$ cat src/rtl/nubus_pkg.sv
// ---------------------------------------------------------------------------
// nubus_pkg
// Shared types and constants for the NuBus slave transaction controller.
//   status_e      : NuBus acknowledge status codes driven on {tm1_o, tm0_o}
//   state_e       : controller FSM states
//   SLOT_PREFIX   : top nibble of standard slot space (0xFsxx_xxxx)
//   SUPER_BIT     : Wishbone word-address bit flagging super-slot space
//   wb_word_addr  : builds the 30-bit Wishbone word address from a NuBus address
// ---------------------------------------------------------------------------
package nubus_pkg;

  typedef enum logic [1:0] {
    ST_COMPLETE = 2'b00,
    ST_ERROR    = 2'b01,
    ST_TIMEOUT  = 2'b10,
    ST_RETRY    = 2'b11
  } status_e;

  typedef enum logic [1:0] {
    S_IDLE,
    S_WDATA,
    S_WB,
    S_RESP
  } state_e;

  localparam logic [3:0] SLOT_PREFIX = 4'hF;
  localparam int         SUPER_BIT   = 29;
  localparam int         TMO_W       = 10;

  // Only the offset inside the addressed space is forwarded: 24 bits of byte
  // offset for standard slot space, 28 bits for super-slot space. The slot
  // number itself never reaches the internal bus, so every card sees its own
  // space starting at word 0.
  function automatic logic [29:0] wb_word_addr(input logic [31:0] ad,
                                               input logic        super_hit);
    logic [29:0] a;
    a = '0;
    if (super_hit) begin
      a[25:0]      = ad[27:2];
      a[SUPER_BIT] = 1'b1;
    end else begin
      a[21:0] = ad[23:2];
    end
    return a;
  endfunction

endpackage

$ cat src/rtl/nubus_slave_ctrl_if.sv
// ---------------------------------------------------------------------------
// nubus_slave_ctrl_if
// Bundles the sampled NuBus signals, the NuBus response signals and the
// Wishbone classic master bus of the slave controller.
//   NuBus in  : nub_idn, tm0, tm1, start, ack, ad, sel, block
//   NuBus out : ack_o, tm1_o, tm0_o, ad_o, ad_oe
//   Wishbone  : wb_cyc, wb_stb, wb_we, wb_adr, wb_sel, wb_dat_w (out)
//               wb_dat_r, wb_ack, wb_err (in)
// Modports: slave  = the controller's view
//           master = the environment (NuBus sampling stage + Wishbone slave)
// ---------------------------------------------------------------------------
interface nubus_slave_ctrl_if;

  logic [3:0]  nub_idn;
  logic        tm0;
  logic        tm1;
  logic        start;
  logic        ack;
  logic [31:0] ad;
  logic [3:0]  sel;
  logic        block;

  logic        wb_cyc;
  logic        wb_stb;
  logic        wb_we;
  logic [29:0] wb_adr;
  logic [3:0]  wb_sel;
  logic [31:0] wb_dat_w;
  logic [31:0] wb_dat_r;
  logic        wb_ack;
  logic        wb_err;

  logic        ack_o;
  logic        tm1_o;
  logic        tm0_o;
  logic [31:0] ad_o;
  logic        ad_oe;

  modport slave (
    input  nub_idn, tm0, tm1, start, ack, ad, sel, block,
    input  wb_dat_r, wb_ack, wb_err,
    output wb_cyc, wb_stb, wb_we, wb_adr, wb_sel, wb_dat_w,
    output ack_o, tm1_o, tm0_o, ad_o, ad_oe
  );

  modport master (
    output nub_idn, tm0, tm1, start, ack, ad, sel, block,
    output wb_dat_r, wb_ack, wb_err,
    input  wb_cyc, wb_stb, wb_we, wb_adr, wb_sel, wb_dat_w,
    input  ack_o, tm1_o, tm0_o, ad_o, ad_oe
  );

endinterface

$ cat src/rtl/nubus_slot_decode.sv
// ---------------------------------------------------------------------------
// nubus_slot_decode
// Combinational address decode for this card's slot.
//   slot_i   : 4-bit slot number (true polarity)
//   ad_top_i : ad[31:24] of the start cycle
//   hit_o    : address lies in this card's standard or super-slot space
//   super_o  : address lies in this card's super-slot space
// ---------------------------------------------------------------------------
module nubus_slot_decode
  import nubus_pkg::*;
#(
  parameter int SUPER_EN = 1
) (
  input  logic [3:0] slot_i,
  input  logic [7:0] ad_top_i,
  output logic       hit_o,
  output logic       super_o
);

  logic std_hit;
  logic super_hit;
  logic super_en;

  assign super_en = (SUPER_EN != 0);

  assign std_hit = (ad_top_i == {SLOT_PREFIX, slot_i});

  // Slot F has no super space: 0xF000_0000 upward is standard slot space.
  assign super_hit = super_en && (ad_top_i[7:4] == slot_i) && (slot_i != SLOT_PREFIX);

  assign hit_o   = std_hit | super_hit;
  assign super_o = super_hit;

endmodule

$ cat src/rtl/nubus_slave_ctrl.sv
// ---------------------------------------------------------------------------
// nubus_slave_ctrl
// Converts single-beat NuBus reads/writes addressed to this slot into one
// Wishbone classic cycle and returns the NuBus acknowledge with a status.
// Block transfers are refused with error status.
//   nub_clkn   : NuBus clock, all flops update on its falling edge
//   nub_resetn : asynchronous active-low reset
//   bus        : NuBus + Wishbone signals (nubus_slave_ctrl_if.slave)
// Parameters:
//   WB_TIMEOUT : Wishbone cycles allowed before a timeout response (1..1023)
//   SUPER_EN   : also respond in super-slot space
// ---------------------------------------------------------------------------
module nubus_slave_ctrl
  import nubus_pkg::*;
#(
  parameter int WB_TIMEOUT = 255,
  parameter int SUPER_EN   = 1
) (
  input  logic                  nub_clkn,
  input  logic                  nub_resetn,
  nubus_slave_ctrl_if.slave     bus
);

  localparam logic [TMO_W-1:0] TMO_LIMIT = TMO_W'(WB_TIMEOUT);

  logic [3:0] slot;
  logic       hit;
  logic       super_hit;
  logic       req_hit;
  logic       tmo_reached;
  logic       unused_tm0;

  state_e           state_q;
  logic [TMO_W-1:0] tmo_cnt_q;
  logic             wb_cyc_q;
  logic             wb_we_q;
  logic [29:0]      wb_adr_q;
  logic [3:0]       wb_sel_q;
  logic [31:0]      wb_dat_w_q;
  logic             ack_o_q;
  status_e          status_q;
  logic [31:0]      ad_o_q;
  logic             ad_oe_q;

  // Transfer size is carried by the byte selects, so tm0 is not needed.
  assign unused_tm0 = bus.tm0;

  assign slot = ~bus.nub_idn;

  nubus_slot_decode #(
    .SUPER_EN (SUPER_EN)
  ) u_decode (
    .slot_i   (slot),
    .ad_top_i (bus.ad[31:24]),
    .hit_o    (hit),
    .super_o  (super_hit)
  );

  // A start with ack also set is an attention cycle, never a transaction.
  assign req_hit     = bus.start & ~bus.ack & hit;
  assign tmo_reached = (tmo_cnt_q >= TMO_LIMIT);

  always_ff @(negedge nub_clkn or negedge nub_resetn) begin
    if (!nub_resetn) begin
      state_q    <= S_IDLE;
      tmo_cnt_q  <= '0;
      wb_cyc_q   <= 1'b0;
      wb_we_q    <= 1'b0;
      wb_adr_q   <= '0;
      wb_sel_q   <= '0;
      wb_dat_w_q <= '0;
      ack_o_q    <= 1'b0;
      status_q   <= ST_COMPLETE;
      ad_o_q     <= '0;
      ad_oe_q    <= 1'b0;
    end else begin
      case (state_q)
        S_IDLE: begin
          if (req_hit) begin
            if (bus.block) begin
              state_q  <= S_RESP;
              ack_o_q  <= 1'b1;
              status_q <= ST_ERROR;
            end else begin
              wb_adr_q <= wb_word_addr(bus.ad, super_hit);
              wb_we_q  <= bus.tm1;
              wb_sel_q <= bus.tm1 ? bus.sel : 4'hF;
              if (bus.tm1) begin
                state_q <= S_WDATA;
              end else begin
                state_q   <= S_WB;
                wb_cyc_q  <= 1'b1;
                tmo_cnt_q <= '0;
              end
            end
          end
        end

        // Write data follows the address cycle on the same ad lines.
        S_WDATA: begin
          wb_dat_w_q <= bus.ad;
          state_q    <= S_WB;
          wb_cyc_q   <= 1'b1;
          tmo_cnt_q  <= '0;
        end

        S_WB: begin
          if (bus.wb_err) begin
            // err is checked before ack so a slave asserting both reports error
            state_q  <= S_RESP;
            wb_cyc_q <= 1'b0;
            ack_o_q  <= 1'b1;
            status_q <= ST_ERROR;
          end else if (bus.wb_ack) begin
            state_q  <= S_RESP;
            wb_cyc_q <= 1'b0;
            ack_o_q  <= 1'b1;
            status_q <= ST_COMPLETE;
            if (!wb_we_q) begin
              ad_o_q  <= bus.wb_dat_r;
              ad_oe_q <= 1'b1;
            end
          end else if (tmo_reached) begin
            state_q  <= S_RESP;
            wb_cyc_q <= 1'b0;
            ack_o_q  <= 1'b1;
            status_q <= ST_TIMEOUT;
          end else if (tmo_cnt_q != '1) begin
            tmo_cnt_q <= tmo_cnt_q + 1'b1;
          end
        end

        S_RESP: begin
          state_q  <= S_IDLE;
          ack_o_q  <= 1'b0;
          ad_oe_q  <= 1'b0;
          ad_o_q   <= '0;
          status_q <= ST_COMPLETE;
        end

        default: begin
          state_q <= S_IDLE;
        end
      endcase
    end
  end

  assign bus.wb_cyc   = wb_cyc_q;
  assign bus.wb_stb   = wb_cyc_q;
  assign bus.wb_we    = wb_we_q;
  assign bus.wb_adr   = wb_adr_q;
  assign bus.wb_sel   = wb_sel_q;
  assign bus.wb_dat_w = wb_dat_w_q;
  assign bus.ack_o    = ack_o_q;
  assign bus.tm1_o    = status_q[1];
  assign bus.tm0_o    = status_q[0];
  assign bus.ad_o     = ad_o_q;
  assign bus.ad_oe    = ad_oe_q;

endmodule

$ cat src/flat_wrapper.sv
// flat-port wrapper written by rule: the top's interface ports become plain ports
module nubus_slave_ctrl_flat import nubus_pkg::*;
#(
  parameter int WB_TIMEOUT = 255,
  parameter int SUPER_EN   = 1
)
  (nub_clkn, nub_resetn, bus_nub_idn, bus_tm0, bus_tm1, bus_start, bus_ack, bus_ad, bus_sel, bus_block, bus_wb_dat_r, bus_wb_ack, bus_wb_err, bus_wb_cyc, bus_wb_stb, bus_wb_we, bus_wb_adr, bus_wb_sel, bus_wb_dat_w, bus_ack_o, bus_tm1_o, bus_tm0_o, bus_ad_o, bus_ad_oe);
  nubus_slave_ctrl_if bus_i ();
  input  logic nub_clkn;
  input  logic nub_resetn;
  input wire logic [$bits(bus_i.nub_idn)-1:0] bus_nub_idn;
  input wire logic [$bits(bus_i.tm0)-1:0] bus_tm0;
  input wire logic [$bits(bus_i.tm1)-1:0] bus_tm1;
  input wire logic [$bits(bus_i.start)-1:0] bus_start;
  input wire logic [$bits(bus_i.ack)-1:0] bus_ack;
  input wire logic [$bits(bus_i.ad)-1:0] bus_ad;
  input wire logic [$bits(bus_i.sel)-1:0] bus_sel;
  input wire logic [$bits(bus_i.block)-1:0] bus_block;
  input wire logic [$bits(bus_i.wb_dat_r)-1:0] bus_wb_dat_r;
  input wire logic [$bits(bus_i.wb_ack)-1:0] bus_wb_ack;
  input wire logic [$bits(bus_i.wb_err)-1:0] bus_wb_err;
  output wire logic [$bits(bus_i.wb_cyc)-1:0] bus_wb_cyc;
  output wire logic [$bits(bus_i.wb_stb)-1:0] bus_wb_stb;
  output wire logic [$bits(bus_i.wb_we)-1:0] bus_wb_we;
  output wire logic [$bits(bus_i.wb_adr)-1:0] bus_wb_adr;
  output wire logic [$bits(bus_i.wb_sel)-1:0] bus_wb_sel;
  output wire logic [$bits(bus_i.wb_dat_w)-1:0] bus_wb_dat_w;
  output wire logic [$bits(bus_i.ack_o)-1:0] bus_ack_o;
  output wire logic [$bits(bus_i.tm1_o)-1:0] bus_tm1_o;
  output wire logic [$bits(bus_i.tm0_o)-1:0] bus_tm0_o;
  output wire logic [$bits(bus_i.ad_o)-1:0] bus_ad_o;
  output wire logic [$bits(bus_i.ad_oe)-1:0] bus_ad_oe;
  assign bus_i.nub_idn = bus_nub_idn;
  assign bus_i.tm0 = bus_tm0;
  assign bus_i.tm1 = bus_tm1;
  assign bus_i.start = bus_start;
  assign bus_i.ack = bus_ack;
  assign bus_i.ad = bus_ad;
  assign bus_i.sel = bus_sel;
  assign bus_i.block = bus_block;
  assign bus_i.wb_dat_r = bus_wb_dat_r;
  assign bus_i.wb_ack = bus_wb_ack;
  assign bus_i.wb_err = bus_wb_err;
  assign bus_wb_cyc = bus_i.wb_cyc;
  assign bus_wb_stb = bus_i.wb_stb;
  assign bus_wb_we = bus_i.wb_we;
  assign bus_wb_adr = bus_i.wb_adr;
  assign bus_wb_sel = bus_i.wb_sel;
  assign bus_wb_dat_w = bus_i.wb_dat_w;
  assign bus_ack_o = bus_i.ack_o;
  assign bus_tm1_o = bus_i.tm1_o;
  assign bus_tm0_o = bus_i.tm0_o;
  assign bus_ad_o = bus_i.ad_o;
  assign bus_ad_oe = bus_i.ad_oe;
  nubus_slave_ctrl #(.WB_TIMEOUT(WB_TIMEOUT), .SUPER_EN(SUPER_EN)) u_core (.nub_clkn(nub_clkn), .nub_resetn(nub_resetn), .bus(bus_i));
endmodule
$ cat config.mk
export PLATFORM = sky130hd
export DESIGN_NAME = nubus_slave_ctrl_flat
export DESIGN_NICKNAME = d
export VERILOG_FILES = /design/src/rtl/nubus_pkg.sv /design/src/rtl/nubus_slave_ctrl_if.sv /design/src/rtl/nubus_slot_decode.sv /design/src/rtl/nubus_slave_ctrl.sv /design/src/flat_wrapper.sv
export SDC_FILE = /design/constraint.sdc
export NUM_CORES = 1
export LEC_CHECK = 0
export BUFFER_PORTS_ARGS = -buffer_cell sky130_fd_sc_hd__clkbuf_2
export CORE_ASPECT_RATIO = 0.5
export CORE_UTILIZATION = 35
export CTS_CLUSTER_DIAMETER = 120
export DETAILED_ROUTE_END_ITERATION = 8
export HOLD_SLACK_MARGIN = 0.12
export PLACE_DENSITY = 0.6
export SYNTH_ARGS = -nofsm -noshare
export SYNTH_HDL_FRONTEND = slang
export SYNTH_SLANG_ARGS = --single-unit
$ cat constraint.sdc
create_clock -name nub_clkn -period 4.5 [get_ports nub_clkn]
set_input_delay 0.9 -clock nub_clkn [delete_from_list [all_inputs] [get_ports nub_clkn]]
set_output_delay 0.9 -clock nub_clkn [all_outputs]
set_load 0.1 [all_outputs]
==> impl_metrics.xml, run 1 <==
<?xml version="1.0" encoding="UTF-8"?>
<metrics>
  <group name="critical_path">
    <metric name="worst_path_top_cell_family_by_delay" unit="">buffers and inverters</metric>
    <metric name="startpoint_of_the_lowest_slack_register_to_register_path" unit="">u_core.state_q[0]</metric>
    <metric name="critPathMaxStageDelay" unit="ns">0.48</metric>
    <metric name="cp_data_arrival_time" unit="ns">3.56</metric>
    <metric name="source_of_the_critical_timing_path" unit="">u_core.bus.wb_we</metric>
    <metric name="worstSetupStartpointType" unit="">flip-flop</metric>
    <metric name="r2r_setup_slack" unit="ns">2.09</metric>
    <metric name="critPathSlowestCell" unit="">sky130_fd_sc_hd__clkbuf_2</metric>
    <metric name="required" unit="ns">3.60</metric>
    <metric name="criticalPathCategory" unit="">flip-flop to primary output</metric>
    <metric name="timing.critical_path.fanout_max" unit="">3</metric>
    <metric name="setup.worst_path.end_class" unit="">primary output</metric>
    <metric name="crit-reg2reg-capture" unit="">u_core.status_q[1]</metric>
    <metric name="ff2ff_path_depth" unit="">7</metric>
    <metric name="path_buf_inv" unit="">1</metric>
    <metric name="cells_along_the_critical_path" unit="">clkbuf_2</metric>
  </group>
  <group name="placed_design">
    <metric name="io_buffers" unit="">181</metric>
    <metric name="dp_hpwl" unit="mm">8.27</metric>
    <metric name="gp_congestion" unit="">0.805</metric>
    <metric name="placement_stage_worst_setup_slack" unit="ns">-0.346</metric>
  </group>
  <group name="timing">
    <metric name="worst-slew-pin-transition" unit="ns">0.783</metric>
    <metric name="final_slew_violations" unit="">0</metric>
    <metric name="tightest_slew_margin_relative_to_the_limit" unit="%">47.8</metric>
    <metric name="setup_slack" unit="ns">0.0404</metric>
    <metric name="hold_vio_cnt_final" unit="">0</metric>
    <metric name="finalSetupViolCount" unit="">0</metric>
    <metric name="skew" unit="ns">0.00814</metric>
  </group>
  <group name="status">
    <metric name="run_status" unit="">finished clean</metric>
  </group>
  <group name="clock_tree">
    <metric name="numClockSinks" unit="">113</metric>
    <metric name="holdBufCountCts" unit="">0</metric>
    <metric name="cts.clk_slew.worst_paths" unit="ns">0.04</metric>
    <metric name="cts_tree" unit="">built</metric>
    <metric name="cts_max_level" unit="">4</metric>
    <metric name="clock-root-buffer" unit="">sky130_fd_sc_hd__clkbuf_16</metric>
    <metric name="clk-insertion-delay-late" unit="ns">0.39</metric>
    <metric name="clk_path_buf_depth" unit="">2</metric>
    <metric name="cts_buffers" unit="">17</metric>
    <metric name="cts_setup_buffers" unit="">0</metric>
  </group>
  <group name="synth">
    <metric name="synth_top_cell_by_area" unit="">sky130_fd_sc_hd__dfrtn_1</metric>
    <metric name="ys_warn_count" unit="">0</metric>
    <metric name="synthTopCellsByArea" unit="">sky130_fd_sc_hd__dfrtn_1 (58%), sky130_fd_sc_hd__mux2_2 (13%), sky130_fd_sc_hd__nand2_1 (6.4%), sky130_fd_sc_hd__o21ai_0 (4.9%), sky130_fd_sc_hd__ha_1 (1.5%)</metric>
    <metric name="share_of_the_yosys_chip_area_belonging_to_registers" unit="%">57.9</metric>
    <metric name="netlist-cell-type-count" unit="">44</metric>
    <metric name="post_synth_inst_count" unit="">432</metric>
    <metric name="synthDominantCellAreaShare" unit="%">57.9</metric>
    <metric name="avgSynthCellArea" unit="µm²">11.3</metric>
    <metric name="postSynthRegisterBits" unit="">113</metric>
    <metric name="synth_area" unit="mm²">0.00489</metric>
  </group>
  <group name="global_route">
    <metric name="grt_overflow" unit="">0</metric>
    <metric name="number_of_antenna_violations_at_the_first_check_in_global_routing" unit="">0</metric>
    <metric name="grt_pass1_vias" unit="">3644</metric>
    <metric name="wire_length_of_the_first_global_routing_pass" unit="mm">18.4</metric>
    <metric name="grt_start_max_net_pins" unit="">67</metric>
    <metric name="grt.total_usage" unit="%">16.4</metric>
  </group>
  <group name="flow_run">
    <metric name="cap_violations" unit="">0</metric>
  </group>
  <group name="routing">
    <metric name="route.final.wire_length" unit="mm">11.6</metric>
    <metric name="drcViolationCount" unit="">0</metric>
    <metric name="post_drt_via_cell_ratio" unit="">4.52</metric>
    <metric name="drtIter0Drc" unit="">188</metric>
    <metric name="post_drt_wl_per_cell" unit="µm">13.8</metric>
    <metric name="dr_total_vias" unit="">3809</metric>
    <metric name="drtAntennaViolNets" unit="">0</metric>
    <metric name="dr.pass1.iters" unit="">4</metric>
  </group>
  <group name="hold_path">
    <metric name="worstHoldStart" unit="">u_core.bus.ad_oe</metric>
    <metric name="hold_path_depth" unit="">2</metric>
    <metric name="hold_class" unit="">flip-flop to flip-flop</metric>
    <metric name="min_to" unit="">u_core.bus.ad_oe</metric>
  </group>
  <group name="floorplanning">
    <metric name="core-area" unit="mm²">0.0136</metric>
    <metric name="design.die.area" unit="mm²">0.0145</metric>
    <metric name="initial_utilization" unit="%">36.0</metric>
    <metric name="num_io_pins" unit="">186</metric>
    <metric name="fp.dieW" unit="µm">169</metric>
    <metric name="die_y" unit="µm">85.5</metric>
    <metric name="placement_rows" unit="">30</metric>
  </group>
  <group name="final_layout">
    <metric name="antenna-diode-count" unit="">0</metric>
    <metric name="drive_gt1_share" unit="%">48.2</metric>
    <metric name="nets" unit="">725</metric>
    <metric name="flow.area_growth_from_synthesis" unit="%">39.1</metric>
  </group>
</metrics>
==> flip-flops by register name, indices dropped and copies added, names as in the netlist <==
name                 count
u_core.bus.ack_o         1
u_core.bus.ad_o         32
u_core.bus.ad_oe         1
u_core.bus.wb_adr       27
u_core.bus.wb_cyc        1
u_core.bus.wb_dat_w     32
u_core.bus.wb_sel        4
u_core.bus.wb_we         1
u_core.state_q           2
u_core.status_q          2
u_core.tmo_cnt_q        10
==> cells in the mapped netlist (all sizes together) <==
| cell | instances |
|---|---|
| xor2 | 7 |
| or4b | 4 |
| and2 | 2 |
| mux2i | 1 |
| o32a | 1 |
| clkinv | 1 |
| nor2b | 9 |
| mux2 | 57 |
| a31o | 5 |
| and3 | 1 |
| nor3 | 3 |
| nand3 | 13 |
| a211oi | 1 |
| or2 | 4 |
| and4 | 1 |
| inv | 7 |
| or3 | 2 |
| nand2 | 83 |
| conb | 1 |
| o31ai | 3 |
| ha | 6 |
| nor3b | 1 |
| o211ai | 1 |
| buf | 11 |
| a21oi | 5 |
| nand3b | 2 |
| o2111a | 1 |
| nand2b | 2 |
| dfrtn | 113 |
| o21ai | 48 |
| a31oi | 5 |
| clkbuf | 15 |
| o21a | 1 |
| o22ai | 1 |
| nor2 | 13 |
| a311oi | 1 |
==> area by class of cell <==
class                      instances  area (µm²)
timing repair buffer             211        1200
sequential                       113        2830
fill                            1268        6790
inverter                           8        30.0
multi-input combinational        287        1910
tap                              192         240
clock inverter                    11         139
clock buffer                      20         447
==> stage by stage <==
| stage | hold WS, ns | setup TNS [ns] | util, % | cell area (µm²) | std cells |
|---|---|---|---|---|---|
| after CTS | 0.430 | 0 | 49.9 | 6780 | 842 |
| after global routing | 0.439 | -0.0260 | 50.0 | 6790 | 842 |
| after floorplan | 0.415 | -4.58 | - | 4910 | 434 |
| final | 0.423 | 0 | 50.0 | 6790 | 842 |
| after global placement | 0.421 | -12.06 | 45.6 | 6200 | 811 |
| after detailed placement | 0.430 | -12.64 | 45.6 | 6200 | 811 |
==> logic make-up after synthesis <==
kind of cell	synth area share [%]
AO/OA/AOI/OAI	9.09
multiplexers	13.3
adder cells (fa/ha/maj)	1.54
flip-flops	57.9
other	0.0768
XOR/XNOR	1.25
buffers and inverters	3.53
AND/OR/NAND/NOR	13.3
==> worst reg2reg max path: stages, from the launching register on <==
cell                       delay [ns]
sky130_fd_sc_hd__dfrtn_1         0.37
sky130_fd_sc_hd__inv_1           0.13
sky130_fd_sc_hd__ha_1            0.68
sky130_fd_sc_hd__nand2b_1        0.17
sky130_fd_sc_hd__nor2_1          0.37
sky130_fd_sc_hd__o31ai_1         0.11
sky130_fd_sc_hd__a31o_2          0.23
sky130_fd_sc_hd__a211oi_1        0.32
==> how the worst max path moves through the flow <==
| stage | end | slack [ns] | cells after the start |
|---|---|---|---|
| floorplan | u_core.bus.wb_adr[24] | -0.16 | 7 |
| global placement | u_core.bus.wb_adr[4] | -0.32 | 7 |
| detailed placement | u_core.bus.wb_adr[4] | -0.35 | 7 |
| CTS | bus_wb_we | 0.03 | 1 |
| global route | u_core.bus.wb_adr[29] | -0.006 | 7 |
| finish | bus_wb_we | 0.04 | 1 |
==> metal layers <==
metal	up-vias	share of wire [%]	routed length (µm)	track usage, %
met1	1819	44	5070	19.8
met4	0	1.9	224	6.72
met5	-	0	0	0
met2	89	50	5840	28.2
met3	17	3.9	448	4.57
li1	1884	-	-	-
==> repair_timing <==
action / in CTS / in global routing
setup endpoints to repair: 0 / 3
resized for setup: 0 / 2
hold endpoints to repair: 0 / 0
==> cell usage in the layout (no fill, tap or decap), types with 3 or more instances in the layout <==
master                      instances
sky130_fd_sc_hd__mux2_2            57
sky130_fd_sc_hd__o21ai_0           48
sky130_fd_sc_hd__inv_1              7
sky130_fd_sc_hd__or4b_1             4
sky130_fd_sc_hd__xor2_1             7
sky130_fd_sc_hd__dfrtn_1          113
sky130_fd_sc_hd__nand2_1           83
sky130_fd_sc_hd__buf_12             5
sky130_fd_sc_hd__clkbuf_2         179
sky130_fd_sc_hd__a31oi_1            5
sky130_fd_sc_hd__or2_2              4
sky130_fd_sc_hd__nor2b_1            9
sky130_fd_sc_hd__clkbuf_16         17
sky130_fd_sc_hd__ha_1               6
sky130_fd_sc_hd__conb_1             3
sky130_fd_sc_hd__nor2_1            12
sky130_fd_sc_hd__nand3_1           13
sky130_fd_sc_hd__a21oi_1            3
sky130_fd_sc_hd__a31o_2             3
sky130_fd_sc_hd__buf_4             27
sky130_fd_sc_hd__bufinv_16          3
sky130_fd_sc_hd__clkinv_2           5
Power of run 1 is left out: the tool's default activity adds up to more than one toggle a clock period on the data nets, which glitch-free logic cannot reach.
==> inputs of run 2 (changes only) <==
--- a/config.mk
+++ b/config.mk
@@ -5,6 +5,7 @@
 export SDC_FILE = /design/constraint.sdc
 export NUM_CORES = 1
 export LEC_CHECK = 0
+export ABC_AREA = 1
 export BUFFER_PORTS_ARGS = -buffer_cell sky130_fd_sc_hd__clkbuf_2
 export CORE_ASPECT_RATIO = 0.5
 export CORE_UTILIZATION = 35
==> run 2 against run 1 <==
First-iteration DRC count shrank 12%. Flip-flop and latch count is the same. Final area shrank 1.0%. Critical path type unchanged.
==> impl_metrics.xml, run 2 <==
<?xml version="1.0" encoding="UTF-8"?>
<metrics>
  <group name="timing">
    <metric name="fin_tns_setup" unit="ns">0</metric>
    <metric name="skew" unit="ns">0.00860</metric>
    <metric name="final_slew_violations" unit="">0</metric>
    <metric name="setup_slack" unit="ns">0.0824</metric>
    <metric name="hold_vio_cnt_final" unit="">0</metric>
    <metric name="worst-slew-pin-transition" unit="ns">1.04</metric>
    <metric name="finalSetupViolCount" unit="">0</metric>
    <metric name="tightest_slew_margin_relative_to_the_limit" unit="%">30.8</metric>
    <metric name="finalHoldWorstSlack" unit="ns">0.417</metric>
    <metric name="setup_repair_after_global_routing_missed_its_margin" unit="">no</metric>
  </group>
  <group name="floorplanning">
    <metric name="core-area" unit="mm²">0.0137</metric>
    <metric name="die_y" unit="µm">86.5</metric>
    <metric name="num_io_pins" unit="">186</metric>
    <metric name="fp.dieW" unit="µm">171</metric>
    <metric name="initial_utilization" unit="%">36.3</metric>
    <metric name="design.die.area" unit="mm²">0.0148</metric>
    <metric name="placement_rows" unit="">30</metric>
  </group>
  <group name="critical_path">
    <metric name="setup.worst_path.end_class" unit="">primary output</metric>
    <metric name="r2r_setup_slack" unit="ns">2.59</metric>
    <metric name="worstSetupStartpointType" unit="">flip-flop</metric>
    <metric name="worst_path_top_cell_family_by_delay" unit="">buffers and inverters</metric>
    <metric name="cp_data_arrival_time" unit="ns">3.52</metric>
    <metric name="timing.critical_path.fanout_max" unit="">3</metric>
    <metric name="critPathMaxStageDelay" unit="ns">0.47</metric>
    <metric name="critPathSlowestCell" unit="">sky130_fd_sc_hd__clkbuf_2</metric>
    <metric name="required" unit="ns">3.60</metric>
    <metric name="path_buf_inv" unit="">1</metric>
    <metric name="cells_along_the_critical_path" unit="">clkbuf_2</metric>
    <metric name="criticalPathCategory" unit="">flip-flop to primary output</metric>
  </group>
  <group name="synth">
    <metric name="dominantRegCellSynth" unit="">sky130_fd_sc_hd__dfrtn_1</metric>
    <metric name="synth_most_common_cell" unit="">sky130_fd_sc_hd__nand2_1</metric>
    <metric name="synthTopCellsByArea" unit="">sky130_fd_sc_hd__dfrtn_1 (57%), sky130_fd_sc_hd__nand2_1 (12%), sky130_fd_sc_hd__mux2_2 (5.9%), sky130_fd_sc_hd__o21ai_0 (3.9%), sky130_fd_sc_hd__nand3_1 (3.8%)</metric>
    <metric name="ys_warn_count" unit="">0</metric>
    <metric name="synthArstFlopShare" unit="%">100</metric>
    <metric name="synth_area" unit="mm²">0.00499</metric>
    <metric name="netlist-cell-type-count" unit="">32</metric>
    <metric name="avgSynthCellArea" unit="µm²">9.35</metric>
    <metric name="share_of_the_yosys_chip_area_belonging_to_registers" unit="%">56.6</metric>
    <metric name="post_synth_inst_count" unit="">534</metric>
    <metric name="synthDominantCellAreaShare" unit="%">56.6</metric>
    <metric name="postSynthRegisterBits" unit="">113</metric>
    <metric name="synth_top_cell_by_area" unit="">sky130_fd_sc_hd__dfrtn_1</metric>
    <metric name="synth_edf_count" unit="">0</metric>
    <metric name="ys_top_cells_by_count" unit="">sky130_fd_sc_hd__nand2_1 (166), sky130_fd_sc_hd__dfrtn_1 (113), sky130_fd_sc_hd__o21ai_0 (39)</metric>
  </group>
  <group name="clock_tree">
    <metric name="cts.clk_slew.worst_paths" unit="ns">0.04</metric>
    <metric name="clk-insertion-delay-late" unit="ns">0.38</metric>
    <metric name="holdBufCountCts" unit="">0</metric>
    <metric name="cts_setup_buffers" unit="">0</metric>
    <metric name="post_cts.resized_instances" unit="">0</metric>
    <metric name="clk_path_buf_depth" unit="">2</metric>
    <metric name="cts_max_level" unit="">4</metric>
    <metric name="cts_tree" unit="">built</metric>
    <metric name="clock-root-buffer" unit="">sky130_fd_sc_hd__clkbuf_16</metric>
    <metric name="numClockSinks" unit="">113</metric>
    <metric name="cts_buffers" unit="">17</metric>
  </group>
  <group name="routing">
    <metric name="drcViolationCount" unit="">0</metric>
    <metric name="route.final.wire_length" unit="mm">12.4</metric>
    <metric name="dr_total_vias" unit="">4268</metric>
    <metric name="post_drt_wl_per_cell" unit="µm">13.5</metric>
    <metric name="dr.pass1.iters" unit="">4</metric>
    <metric name="drtAntennaViolNets" unit="">0</metric>
    <metric name="post_drt_via_cell_ratio" unit="">4.61</metric>
    <metric name="drtIter0Drc" unit="">166</metric>
  </group>
  <group name="final_layout">
    <metric name="nets" unit="">807</metric>
    <metric name="final.fill_count" unit="">1325</metric>
    <metric name="antenna-diode-count" unit="">0</metric>
    <metric name="layout.cells.most_common_list" unit="">sky130_fd_sc_hd__clkbuf_2 (178), sky130_fd_sc_hd__nand2_1 (166), sky130_fd_sc_hd__dfrtn_1 (113)</metric>
    <metric name="drive_gt1_share" unit="%">36.4</metric>
    <metric name="flow.area_growth_from_synthesis" unit="%">34.7</metric>
    <metric name="layout_commonest_cell" unit="">sky130_fd_sc_hd__clkbuf_2</metric>
    <metric name="layoutNonFillerInstCount" unit="">925</metric>
  </group>
  <group name="placed_design">
    <metric name="placement_stage_worst_setup_slack" unit="ns">0.0429</metric>
    <metric name="placed_cells" unit="">893</metric>
    <metric name="io_buffers" unit="">181</metric>
    <metric name="dp_hpwl" unit="mm">8.64</metric>
    <metric name="gp_congestion" unit="">0.807</metric>
  </group>
  <group name="global_route">
    <metric name="wire_length_of_the_first_global_routing_pass" unit="mm">19.8</metric>
    <metric name="grt.total_usage" unit="%">17.3</metric>
    <metric name="grt_overflow" unit="">0</metric>
    <metric name="grt_pass1_vias" unit="">4059</metric>
    <metric name="number_of_antenna_violations_at_the_first_check_in_global_routing" unit="">0</metric>
    <metric name="grt_start_max_net_pins" unit="">39</metric>
  </group>
  <group name="flow_run">
    <metric name="cap_violations" unit="">0</metric>
  </group>
  <group name="hold_path">
    <metric name="hold_class" unit="">flip-flop to flip-flop</metric>
  </group>
  <group name="status">
    <metric name="run_status" unit="">finished clean</metric>
  </group>
</metrics>
[run 2: changes by cell type after synthesis, sizes merged, moves of 7 or more]
cell	change
mux2	-30
inv	+27
nor2	+12
nand3	+30
nor2b	-9
buf	+9
a21oi	+9
xor2	-7
clkbuf	-7
nand2	+86
nand4	+13
[run 2: final timing paths]
path | start | to | depth (start not counted)
setup / recovery | u_core.bus.wb_we | bus_wb_we | 1
hold / removal | u_core.tmo_cnt_q[9] | u_core.tmo_cnt_q[9] | 2
setup reg to reg | u_core.state_q[0] | u_core.state_q[1] | 7
hold reg to reg | u_core.tmo_cnt_q[9] | u_core.tmo_cnt_q[9] | 2
max in group asynchronous | nub_resetn | u_core.bus.ad_o[4] | 2
min in group asynchronous | nub_resetn | u_core.bus.wb_sel[3] | 1
[run 2: kinds of logic (layout without fill, tap and decap cells)]
group	after synthesis	after routing	share of synthesized area, %
buf+inv	63	260	5.96
fa+ha+maj	6	6	1.50
compound gates	68	68	7.04
simple gates	255	255	22.5
flops	113	113	56.6
xor+xnor	1	1	0.175
mux	27	27	6.09
other cells	1	3	0.0751
[run 2: final cells by class]
type	instances	area, µm²	share of cell area [%]
clock buffer	23	488	7.26
multi-input combinational	360	1880	27.9
tap	192	240	3.57
clock inverter	9	105	1.56
inverter	35	131	1.95
sequential	113	2830	42.1
timing repair buffer	193	1050	15.7
[run 2: through the flow]
stage	cell area [µm²]	util [%]
after CTS	6720	48.9
after floorplan	5000	-
final	6720	48.9
after detailed placement	6130	44.6
after global routing	6720	48.9
after global placement	6130	44.6
[run 2: routing by layer]
metal | global-route usage, % | vias to the layer above | share of wire, %
met1 | 21.4 | 2023 | 45
met5 | 0 | - | 0
met2 | 29.1 | 109 | 48
met3 | 4.75 | 18 | 5.0
met4 | 6.66 | 0 | 1.7
li1 | - | 2118 | -
[run 2: worst reg2reg max path, delay by kind of cell (launching register included)]
kind	cells	cell delay, ns
AOI/OAI and AO/OA	1	0.09
adders and majority gates	1	0.38
buffers and inverters	2	0.25
DFF	1	0.38
and+or+nand+nor	3	0.65
Power of run 2 is left out for the same reason.
